### config.mk
export PLATFORM = sky130hd
export DESIGN_NAME = text_console_writer
export DESIGN_NICKNAME = d
export VERILOG_FILES = /design/src/rtl/text_console_writer.sv
export SDC_FILE = /design/constraint.sdc
export NUM_CORES = 1
export LEC_CHECK = 0
export ABC_AREA = 1
export CAP_MARGIN = 20
export CORE_ASPECT_RATIO = 1.25
export CORE_UTILIZATION = 30
export CTS_BUF_LIST = sky130_fd_sc_hd__clkbuf_8
export CTS_CLUSTER_DIAMETER = 100
export DETAILED_ROUTE_END_ITERATION = 8
export DONT_BUFFER_PORTS = 1
export GPL_ROUTABILITY_DRIVEN = 0
export PLACE_DENSITY = 0.51
export SLEW_MARGIN = 40
export SYNTH_ARGS = -nofsm -noshare
export SYNTH_HDL_FRONTEND = slang
export SYNTH_SLANG_ARGS = --single-unit
### constraint.sdc
create_clock -name clk_pix -period 2.4 [get_ports clk_pix]
set_input_delay 0.24 -clock clk_pix [delete_from_list [all_inputs] [get_ports clk_pix]]
set_output_delay 0.24 -clock clk_pix [all_outputs]
set_load 0.01 [all_outputs]
### src/rtl/text_console_writer.sv
// Character-stream front end: accepts ASCII over valid/ready, tracks a cursor
// over the character grid and issues one display-buffer write per touched cell.
module text_console_writer #(
  parameter int         GRID_ROW    = 5,
  parameter int         GRID_COL    = 10,
  parameter int         ASCII_WIDTH = 8,
  parameter logic [3:0] DEF_FG      = 4'hF,
  parameter logic [3:0] DEF_BG      = 4'h0
) (
  input  logic                        clk_pix,
  input  logic                        rst,
  input  logic                        char_valid,
  output logic                        char_ready,
  input  logic [ASCII_WIDTH-1:0]      char_data,
  input  logic                        attr_we,
  input  logic [7:0]                  attr_data,
  output logic [$clog2(GRID_COL)-1:0] cursor_x,
  output logic [$clog2(GRID_ROW)-1:0] cursor_y,
  output logic                        bufferWe,
  output logic [31:0]                 bufferAddr,
  output logic [31:0]                 bufferData
);

  localparam int CELLS = GRID_ROW * GRID_COL;
  localparam int AW    = $clog2(CELLS);
  localparam int XW    = $clog2(GRID_COL);
  localparam int YW    = $clog2(GRID_ROW);
  localparam int CW    = AW + 1;
  localparam logic [7:0] BLANK = 8'h20;

  typedef enum logic [1:0] {CLEAR_ALL, IDLE, WRITE, CLEAR_ROW} state_t;

  state_t          state_q;
  logic [CW-1:0]   cnt_q;
  logic [XW-1:0]   curX_q;
  logic [YW-1:0]   curY_q;
  logic [3:0]      fg_q, bg_q;
  logic            bs_q;
  logic            ready_q;
  logic            we_q;
  logic [AW-1:0]   addr_q;
  logic [15:0]     data_q;

  logic [7:0]      ch;
  logic            isPrint;
  logic [YW-1:0]   nextY_d;
  logic [AW-1:0]   rowBase, nextRowBase, curAddr, bsAddr;

  always_comb begin
    ch          = 8'(char_data);
    isPrint     = (ch >= 8'h20) && (ch <= 8'h7E);
    nextY_d     = (curY_q == YW'(GRID_ROW - 1)) ? '0 : curY_q + YW'(1);
    rowBase     = AW'(curY_q) * AW'(GRID_COL);
    nextRowBase = AW'(nextY_d) * AW'(GRID_COL);
    curAddr     = rowBase + AW'(curX_q);
    bsAddr      = curAddr - AW'(1);
  end

  // Every transition into a clear state emits its first cell on the same edge,
  // so the counter always holds the index of the next cell still to be written.
  always_ff @(posedge clk_pix) begin
    if (rst) begin
      state_q <= CLEAR_ALL;
      cnt_q   <= '0;
      curX_q  <= '0;
      curY_q  <= '0;
      fg_q    <= DEF_FG;
      bg_q    <= DEF_BG;
      bs_q    <= 1'b0;
      ready_q <= 1'b0;
      we_q    <= 1'b0;
      addr_q  <= '0;
      data_q  <= '0;
    end else begin
      if (attr_we) {bg_q, fg_q} <= attr_data;
      we_q <= 1'b0;
      case (state_q)
        CLEAR_ALL: begin
          if (cnt_q == CW'(CELLS)) begin
            state_q <= IDLE;
            ready_q <= 1'b1;
          end else begin
            we_q   <= 1'b1;
            addr_q <= AW'(cnt_q);
            data_q <= {bg_q, fg_q, BLANK};
            cnt_q  <= cnt_q + CW'(1);
          end
        end
        IDLE: begin
          if (char_valid && ready_q) begin
            if (isPrint) begin
              we_q    <= 1'b1;
              addr_q  <= curAddr;
              data_q  <= {bg_q, fg_q, ch};
              bs_q    <= 1'b0;
              state_q <= WRITE;
              ready_q <= 1'b0;
            end else if (ch == 8'h08) begin
              if (curX_q != '0) begin
                we_q    <= 1'b1;
                addr_q  <= bsAddr;
                data_q  <= {bg_q, fg_q, BLANK};
                bs_q    <= 1'b1;
                state_q <= WRITE;
                ready_q <= 1'b0;
              end
            end else if (ch == 8'h0A) begin
              curX_q  <= '0;
              curY_q  <= nextY_d;
              we_q    <= 1'b1;
              addr_q  <= nextRowBase;
              data_q  <= {bg_q, fg_q, BLANK};
              cnt_q   <= CW'(1);
              state_q <= CLEAR_ROW;
              ready_q <= 1'b0;
            end else if (ch == 8'h0D) begin
              curX_q <= '0;
            end else if (ch == 8'h0C) begin
              curX_q  <= '0;
              curY_q  <= '0;
              we_q    <= 1'b1;
              addr_q  <= '0;
              data_q  <= {bg_q, fg_q, BLANK};
              cnt_q   <= CW'(1);
              state_q <= CLEAR_ALL;
              ready_q <= 1'b0;
            end
          end
        end
        WRITE: begin
          if (bs_q) begin
            curX_q  <= curX_q - XW'(1);
            state_q <= IDLE;
            ready_q <= 1'b1;
          end else if (curX_q == XW'(GRID_COL - 1)) begin
            curX_q  <= '0;
            curY_q  <= nextY_d;
            we_q    <= 1'b1;
            addr_q  <= nextRowBase;
            data_q  <= {bg_q, fg_q, BLANK};
            cnt_q   <= CW'(1);
            state_q <= CLEAR_ROW;
          end else begin
            curX_q  <= curX_q + XW'(1);
            state_q <= IDLE;
            ready_q <= 1'b1;
          end
        end
        CLEAR_ROW: begin
          if (cnt_q == CW'(GRID_COL)) begin
            state_q <= IDLE;
            ready_q <= 1'b1;
          end else begin
            we_q   <= 1'b1;
            addr_q <= rowBase + AW'(cnt_q);
            data_q <= {bg_q, fg_q, BLANK};
            cnt_q  <= cnt_q + CW'(1);
          end
        end
        default: state_q <= CLEAR_ALL;
      endcase
    end
  end

  assign char_ready = ready_q;
  assign cursor_x   = curX_q;
  assign cursor_y   = curY_q;
  assign bufferWe   = we_q;
  assign bufferAddr = 32'(addr_q);
  assign bufferData = {16'h0, data_q};

endmodule
==> results.yml, run 1 <==
cells_and_area:
  drive_gt1_share_pct: 9.19
  fin_util_pct: 32.5
  instances_no_fill: 682
  fill_cells: 1278
  syn_to_final_growth_pct: 6.08
  finalNetCount: 591
  n_antenna_cell: 0
synth:
  ys_top_cells_by_area: "dfxtp_1, nand2_1, ha_1"
  synth_async_sr_flop_share_pct: 0
  netlist_area_um2: 3540
  synth-seq-cells: 49
  yosysWarnings: 0
  ys.flop_type: "dfxtp_1"
  avgSynthCellArea_um2: 6.68
  synth_top_area_cell: "dfxtp_1"
  ys_seq_area_share_pct: 27.7
  synth_edf_count: 0
  synth.distinct_cells: 32
  syn_inst: 530
  synth_top_cell_area_share_pct: 27.7
cts:
  cts_root_buf: "clkbuf_8"
  clockBufferDepth: 2
  cts_buffers: 5
  cts_setup_buffers: 0
  clock_latency_ps: 320
  htree_levels: 2
  clkTransAtPathRegs_ps: 110
  cts_sinks: 49
  cts_tree: "built"
grt:
  overflow: 0
  grt_max_degree: 25
  grt_pass1_vias: 2963
  grt_pass1_wl_mm: 14.8
  antenna_found_initial: 0
  grt_use_total_pct: 15.6
placement:
  place.detailed.hpwl_mm: 7.24
  io_buffers: 0
  placedCellCount: 673
floorplanning:
  die_h_um: 123
  dieArea_um2: 12200
  die_width_um: 99.2
  ioPinCount: 93
  start_util_pct: 30.6
  rows: 44
  fp.coreArea_um2: 11600
routing:
  wl_per_cell_um: 13.7
  dr.max_layer_used: "met4"
  wl_met2_mm: 4.68
  wl_met3_um: 570
  wl_met1_mm: 3.85
  dr.pass1.iters: 5
  vias_per_cell: 4.68
  drc: 0
  num_vias: 3194
  drtAntennaViolNets: 0
  drt_iter0_drc: 147
  wl_mm: 9.31
timing:
  fin_crit_sh_pct: 92.5
  setup_viol: 0
  finalSetupTns_ps: 0
  slew_viol_final: 0
  finalCriticalPeriod_ps: 2220
  hold_ws_ps: 53.5
  max_freq_mhz: 451
  fin_skew_ps: 16.7
  rsz0062_at_grt: "false"
  hold_violations: 0
pwr:
  peakVddDrop_mv: 0.399
  leakage_nw: 1.77
  pwr-share-comb_pct: 53.0
  swShare_pct: 47.9
  p_int_mw: 1.98
  power.switching_mw: 1.82
  p_per_area_nw_per_um2: 1010
  clkPwrFrac_pct: 16.1
  p_total_mw: 3.80
  pwr-share-seq_pct: 30.9
worst_hold_path:
  min_path_type: "in -> reg"
worst_setup_path:
  crit_type: "reg -> reg"
  critPathMostFrequentCell: "nand2_1"
  cp_top_family: "simple AND/OR/NAND/NOR gates"
  cpPeakStageDelay_ps: 370
  cp.arrival_ps: 2470
  cp.required_ps: 2660
  cp.buffers_inverters: 0
  path_cells: "ha_1, ha_1, or2_2, nand3_1, nand2_1, o21ai_0, nand3_1, nand2_1, nand2_1, nand2_1, nand2_1, a21oi_1"
  cp_slowest_cell: "ha_1"
  cp_max_fo: 6
  end_kind: "flip-flop"
  crit_path_start_kind: "flip-flop"
run_status:
  status: "completed"
run:
  drv_cap: 0
-- timing repair --
action / CTS / global route
gates resized for setup: 0 / 6
hold buffers: 1 / 0
setup endpoints to repair: 0 / 4
hold endpoints to repair: 17 / 0
-- cells by family (layout without fill, tap and decap cells) --
group	count (synthesis)	in the layout	synth area share, %
other	1	42	0.106
DFF	49	49	27.7
xor gates and xnor gates	6	6	1.48
buffers and inverters	113	86	17.2
and+or+nand+nor	242	242	29.2
adders and majority gates	28	28	10.3
AOI/OAI and AO/OA	91	91	14.0
-- synthesized netlist by cell type, types with 5 or more instances --
master    count
inv_1        54
ha_1         26
nand3_1      37
clkbuf_1      9
o21ai_0      35
nor2_1       68
a21oi_1      39
nand2_2       5
buf_4        43
dfxtp_1      49
nand4_1       7
nor3_1        8
nand2_1     110
xor2_1        6
-- power groups by stage --
stage	clock, mW	sequential, mW	combinational [mW]
floorplan	0	1.20	1.52
global placement	0	1.19	1.99
detailed placement	0	1.19	1.99
CTS	0.635	1.17	2.02
global route	0.669	1.20	2.30
finish	0.613	1.17	2.01
-- cells in the final DEF, fill, tap and decap left out, types with 6 or more instances in the layout --
master   instances
nor3_1           8
ha_1            26
conb_1          42
o21ai_0         35
buf_4           19
nand2_1        109
inv_1           55
nand3_1         37
nor2_1          68
nand2_2          6
nand4_1          7
a21oi_1         39
dfxtp_1         47
-- worst paths after layout --
kind | startpoint | end | slack (ps) | depth (start not counted)
hold reg to reg | fg_q[2] | fg_q[2] | 460 | 2
hold / removal | attr_we | fg_q[2] | 50 | 2
setup reg to reg | cursor_y[0] | addr_q[4] | 180 | 12
setup / recovery | cursor_y[0] | addr_q[4] | 180 | 12
-- registers in the layout, indices dropped and copies added, names as in the netlist --
name        cells
cursor_x        4
cnt_q           7
bg_q            4
cursor_y        3
state_q         2
char_ready      1
addr_q          6
data_q         16
bs_q            1
fg_q            4
bufferWe        1
-- layer usage --
metal	GRT usage [%]	up-vias
met5	0	-
met4	5.51	0
met3	3.73	18
met2	28.5	99
met1	17.7	1419
li1	-	1658
-- through the flow --
stage | instance area, um^2 | setup slack, ps
after global placement | 3620 | 199
final | 3760 | 181
after floorplan | 3690 | 303
after global routing | 3760 | 4.05
after detailed placement | 3620 | 195
after CTS | 3740 | 162
-- area by class of cell --
| type | instances | area (um^2) | area share (%) |
|---|---|---|---|
| inverter | 57 | 216 | 5.76 |
| clock buffer | 5 | 68.8 | 1.83 |
| tap | 138 | 173 | 4.60 |
| clock inverter | 3 | 42.5 | 1.13 |
| timing repair buffer | 21 | 159 | 4.23 |
| sequential | 49 | 983 | 26.2 |
| multi-input combinational | 409 | 2110 | 56.3 |
No activity file was read; power rests on OpenSTA's default activity.
==> inputs of run 2 (changes only) <==
--- a/config.mk
+++ b/config.mk
@@ -9,7 +9,7 @@
 export CAP_MARGIN = 20
 export CORE_ASPECT_RATIO = 1.25
 export CORE_UTILIZATION = 30
-export CTS_BUF_LIST = sky130_fd_sc_hd__clkbuf_8
+export CTS_BUF_LIST = sky130_fd_sc_hd__clkbuf_16
 export CTS_CLUSTER_DIAMETER = 100
 export DETAILED_ROUTE_END_ITERATION = 8
 export DONT_BUFFER_PORTS = 1
==> run 2 against run 1 <==
Clock-buffer cell count did not move. Wire length rose by 0.21%. Power rose by 5.7%. Sequential share of layout area fell by 0.53 points. Sequential cell count did not move. Die area did not move. First-iteration DRC count rose by 23%. Sequential power barely moved. Critical path type unchanged.
==> results.yml, run 2 (synthesis results as in run 1) <==
floorplanning:
  fp.coreArea_um2: 11600
  start_util_pct: 30.6
  ioPinCount: 93
  die_h_um: 123
  die_width_um: 99.2
  dieArea_um2: 12200
  rows: 44
grt:
  antenna_found_initial: 0
  overflow: 0
  grt_max_degree: 25
  grt_pass1_vias: 2956
  grt_use_total_pct: 15.7
  grt_pass1_wl_mm: 14.7
cells_and_area:
  drive_gt1_share_pct: 8.97
  biggestRegsByFlops: "data_q: 16 flops, cnt_q: 7 flops, addr_q: 6 flops"
  fin_util_pct: 33.2
  syn_to_final_growth_pct: 8.27
  mostFrequentLayoutCells: "nand2_1, nor2_1, inv_1"
  n_antenna_cell: 0
  seqCellArea_um2: 983
  largest_register_ffs: 16
  instances_no_fill: 684
  finalNetCount: 593
  fill_cells: 1273
  final_common_cell: "nand2_1"
  multi_input_area_um2: 2110
  largest-register: "data_q"
pwr:
  p_total_mw: 4.02
  leakage_nw: 1.81
  peakVddDrop_mv: 0.432
  p_per_area_nw_per_um2: 1050
routing:
  drtAntennaViolNets: 0
  drc: 0
  dr.pass1.iters: 4
  wl_mm: 9.33
  drt_iter0_drc: 181
  wl_per_cell_um: 13.6
  num_vias: 3231
  vias_per_cell: 4.72
worst_setup_path:
  cp.required_ps: 2640
  crit_path_start_kind: "flip-flop"
  crit_type: "reg -> reg"
  cp.arrival_ps: 2430
  cp_max_fo: 6
  end_kind: "flip-flop"
timing:
  finalSetupTns_ps: 0
  finalCriticalPeriod_ps: 2190
  fin_crit_sh_pct: 91.3
  slew_viol_final: 0
  setup_viol: 0
  hold_violations: 0
  max_freq_mhz: 456
  fin_skew_ps: 12.1
  rsz0062_at_grt: "false"
cts:
  clock_latency_ps: 300
  cts_sinks: 49
  clkTransAtPathRegs_ps: 80
  cts_root_buf: "clkbuf_16"
  cts_buffers: 5
  cts_tree: "built"
  htree_levels: 2
  clockBufferDepth: 2
  cts_setup_buffers: 0
run:
  drv_cap: 0
worst_hold_path:
  min_path_type: "in -> reg"
placement:
  placedCellCount: 673
  place.detailed.hpwl_mm: 7.24
  io_buffers: 0
run_status:
  status: "completed"
-- run 2: changes by cell type in the layout (fill, tap and decap cells not counted), sizes merged --
cell,previous run,this run
dlygate4sd3,0,3
buf,21,20
-- run 2: path summary, 6_finish.rpt --
check / slack [ps] / depth (start not counted) / endpoint / start
max: 210 / 12 / addr_q[4] / cursor_y[0]
min: 8 / 1 / cursor_y[2] / rst
max reg2reg: 210 / 12 / addr_q[4] / cursor_y[0]
min reg2reg: 450 / 2 / fg_q[2] / fg_q[2]
-- run 2: what timing repair did --
action / in CTS / in global routing
setup endpoints to repair: 0 / 3
hold buffers: 2 / 1
hold endpoints to repair: 1 / 1
gates resized for setup: 0 / 5
-- run 2: cell type report --
cell class | instances | share of cell area (%)
multi-input combinational | 409 | 55.1
inverter | 57 | 5.65
timing repair buffer | 23 | 4.70
clock buffer | 5 | 3.26
tap | 138 | 4.50
clock inverter | 3 | 1.11
sequential | 49 | 25.7
-- run 2: stage by stage --
step                      worst slack, ps  instance area (um^2)  hold slack, ps
after floorplan                       303                  3690             366
after CTS                             179                  3810           0.321
final                                 208                  3830            8.35
after global placement                199                  3620             316
after detailed placement              195                  3620             320
after global routing                 4.84                  3830            3.07
-- run 2: worst max-delay path, stage by stage, from the launching register on --
cell and delay [ps]:
dfxtp_2 340, ha_1 350, ha_1 370, or2_2 310, nand3_1 110, nand2_1 100
o21ai_0 90, nand3_1 110, nand2_1 80, nand2_1 40, nand2_1 70, nand2_1 50
a21oi_1 110
-- run 2: layer usage --
layer | GRT usage [%] | vias to the layer above | wire length (um) | part of all wire (%)
met1 | 17.9 | 1464 | 3850 | 41
met4 | 6.16 | 0 | 250 | 2.7
li1 | - | 1656 | - | -
met2 | 28.1 | 93 | 4650 | 50
met3 | 4.01 | 18 | 583 | 6.2
met5 | 0 | - | 0 | 0
-- run 2: power breakdown --
part	switching, mW	leakage, nW	internal (mW)
registers	0.180	0.404	0.994
clock network	0.337	0.0852	0.491
logic	1.34	1.32	0.677
total	1.85	1.81	2.16
==> inputs of run 3 (changes only) <==
--- a/config.mk
+++ b/config.mk
@@ -7,6 +7,8 @@
 export LEC_CHECK = 0
 export ABC_AREA = 1
 export CAP_MARGIN = 20
+export CELL_PAD_IN_SITES_DETAIL_PLACEMENT = 1
+export CELL_PAD_IN_SITES_GLOBAL_PLACEMENT = 2
 export CORE_ASPECT_RATIO = 1.25
 export CORE_UTILIZATION = 30
 export CTS_BUF_LIST = sky130_fd_sc_hd__clkbuf_16
@@ -14,7 +16,8 @@
 export DETAILED_ROUTE_END_ITERATION = 8
 export DONT_BUFFER_PORTS = 1
 export GPL_ROUTABILITY_DRIVEN = 0
-export PLACE_DENSITY = 0.51
+export PLACE_DENSITY = 0.79
+export RECOVER_POWER = 100
 export SLEW_MARGIN = 40
 export SYNTH_ARGS = -nofsm -noshare
 export SYNTH_HDL_FRONTEND = slang
==> run 3 against run 2 <==
Critical endpoint is now addr_q[3]. Non-clock buffer count up 3. Worst setup slack lost 23 ps. Critical path depth grew 3. Sequential cell count did not move. Power down 0.68%. Highest routed layer unchanged. First-iteration DRC count fell by 31%. Largest power group unchanged. Global-route usage up 2.6 points. Clock skew decreased by 5.6 ps. Register-to-register slack worse by 20 ps. Final cell count rose by 0.44%.
==> results.yml, run 3 (synthesis results as in run 1) <==
run_status:
  status: "completed"
pwr:
  p_total_mw: 3.99
  power.switching_mw: 1.93
  p_per_area_nw_per_um2: 1050
  pwr-share-comb_pct: 51.7
  pwr-share-seq_pct: 29.5
  p_int_mw: 2.05
  swShare_pct: 48.5
  peakVddDrop_mv: 0.416
  leakage_nw: 1.78
  clkPwrFrac_pct: 18.9
floorplanning:
  die_width_um: 99.2
  dieArea_um2: 12200
  rows: 44
  fp.coreArea_um2: 11600
  die_h_um: 123
  start_util_pct: 30.6
  ioPinCount: 93
worst_setup_path:
  crit_path_start_kind: "flip-flop"
  crit_type: "reg -> reg"
  cp.arrival_ps: 2460
  cpPeakStageDelay_ps: 560
  critPathMostFrequentCell: "nand2_1"
  cp_max_fo: 6
  path_cells: "ha_2, inv_1, fa_2, nand2_1, nor2_1, nand2_1, inv_1, o21ai_0, nand2_1, nand3_1, nand2_1, o21ai_0, nand2_1, nand2_1, nor2_1"
  end_kind: "flip-flop"
  cp.required_ps: 2650
  cp_slowest_cell: "fa_2"
run:
  drv_cap: 0
cells_and_area:
  n_antenna_cell: 0
  mostFrequentLayoutCells: "nand2_1, nor2_1, inv_1"
  final_cell_area_um2: 3810
  syn_to_final_growth_pct: 7.74
  drive_gt1_share_pct: 8.56
  finalNetCount: 596
  largest-register: "data_q"
  final_common_cell: "nand2_1"
  largest_register_ffs: 16
  biggestRegsByFlops: "data_q: 16 flops, cnt_q: 7 flops, addr_q: 6 flops"
timing:
  fin_crit_sh_pct: 92.3
  setup_viol: 0
  slew_headroom_pct: 55.3
  tightest_slew_ps: 670
  finalCriticalPeriod_ps: 2220
  hold_violations: 0
  slew_viol_final: 0
  worst_slack_ps: 185
  finalSetupTns_ps: 0
  rsz0062_at_grt: "false"
  fin_skew_ps: 6.57
  max_freq_mhz: 451
cts:
  cts_setup_buffers: 0
  clockBufferDepth: 2
  htree_levels: 2
  clkTransAtPathRegs_ps: 70
  cts_root_buf: "clkbuf_16"
  cts_sinks: 49
  cts_buffers: 5
  cts_tree: "built"
  clock_latency_ps: 300
worst_hold_path:
  min_path_type: "in -> reg"
routing:
  dr.pass1.iters: 4
  wl_per_cell_um: 15.8
  vias_per_cell: 4.73
  wl_mm: 10.9
  drtAntennaViolNets: 0
  drt_iter0_drc: 125
  num_vias: 3247
  drc: 0
placement:
  place.detailed.hpwl_mm: 8.30
  dpl_cell_area_um2: 3640
  io_buffers: 0
  pre_cts_ws_ps: 90.8
grt:
  grt_pass1_wl_mm: 17.2
  grt_pass1_vias: 3452
  antenna_found_initial: 0
  grt_use_total_pct: 18.3
  grt_max_degree: 21
  overflow: 0
-- run 3: stage by stage --
step,utilization (%),std cells,hold WS [ps]
2_1_floorplan,-,571,366
3_3_place_gp,31.5,675,315
3_5_place_dp,31.5,675,316
4_1_cts,33.0,686,0.835
5_1_grt,33.0,687,1.65
6_report,33.0,687,11.6
-- run 3: final timing paths --
path | cells past startpoint | endpoint | from | slack, ps
hold / removal | 1 | state_q[1] | rst | 10
hold reg to reg | 2 | fg_q[3] | fg_q[3] | 460
setup reg to reg | 15 | addr_q[3] | cursor_y[0] | 180
setup / recovery | 15 | addr_q[3] | cursor_y[0] | 180
-- run 3: final cells by class --
class / instances / area [um^2]
Fill cell: 1527 / 7750
Clock buffer: 5 / 125
Tap cell: 138 / 173
Clock inverter: 3 / 21.3
Inverter: 57 / 215
Timing Repair Buffer: 26 / 185
Multi-Input combinational cell: 409 / 2110
Sequential cell: 49 / 983
-- run 3: repair_timing --
action	in CTS	in global routing
setup endpoints to repair	0	3
gates resized for setup	0	7
hold buffers	3	1
endpoints found under the hold margin	7	1
-- run 3: power groups by stage --
stage	Combinational, mW	Sequential [mW]	Clock, mW
2_1_floorplan	1.52	1.20	0
3_3_place_gp	2.04	1.19	0
3_5_place_dp	2.09	1.20	0
4_1_cts	2.12	1.18	0.767
5_1_grt	2.37	1.20	0.800
6_report	2.06	1.18	0.752
-- run 3: metal layers --
metal	GRT usage [%]	wire length [um]	part of all wire, %
met3	4.52	530	4.9
met5	0	0	0
met2	34.4	5560	51
met1	20.2	4590	42
met4	6.07	206	1.9
-- run 3: critical path: cells and delay by family, from the launching register on --
kind,cells,cell delay [ps]
flops,1,400
simple gates,9,690
buf+inv,2,140
compound gates,2,160
fa+ha+maj,2,770
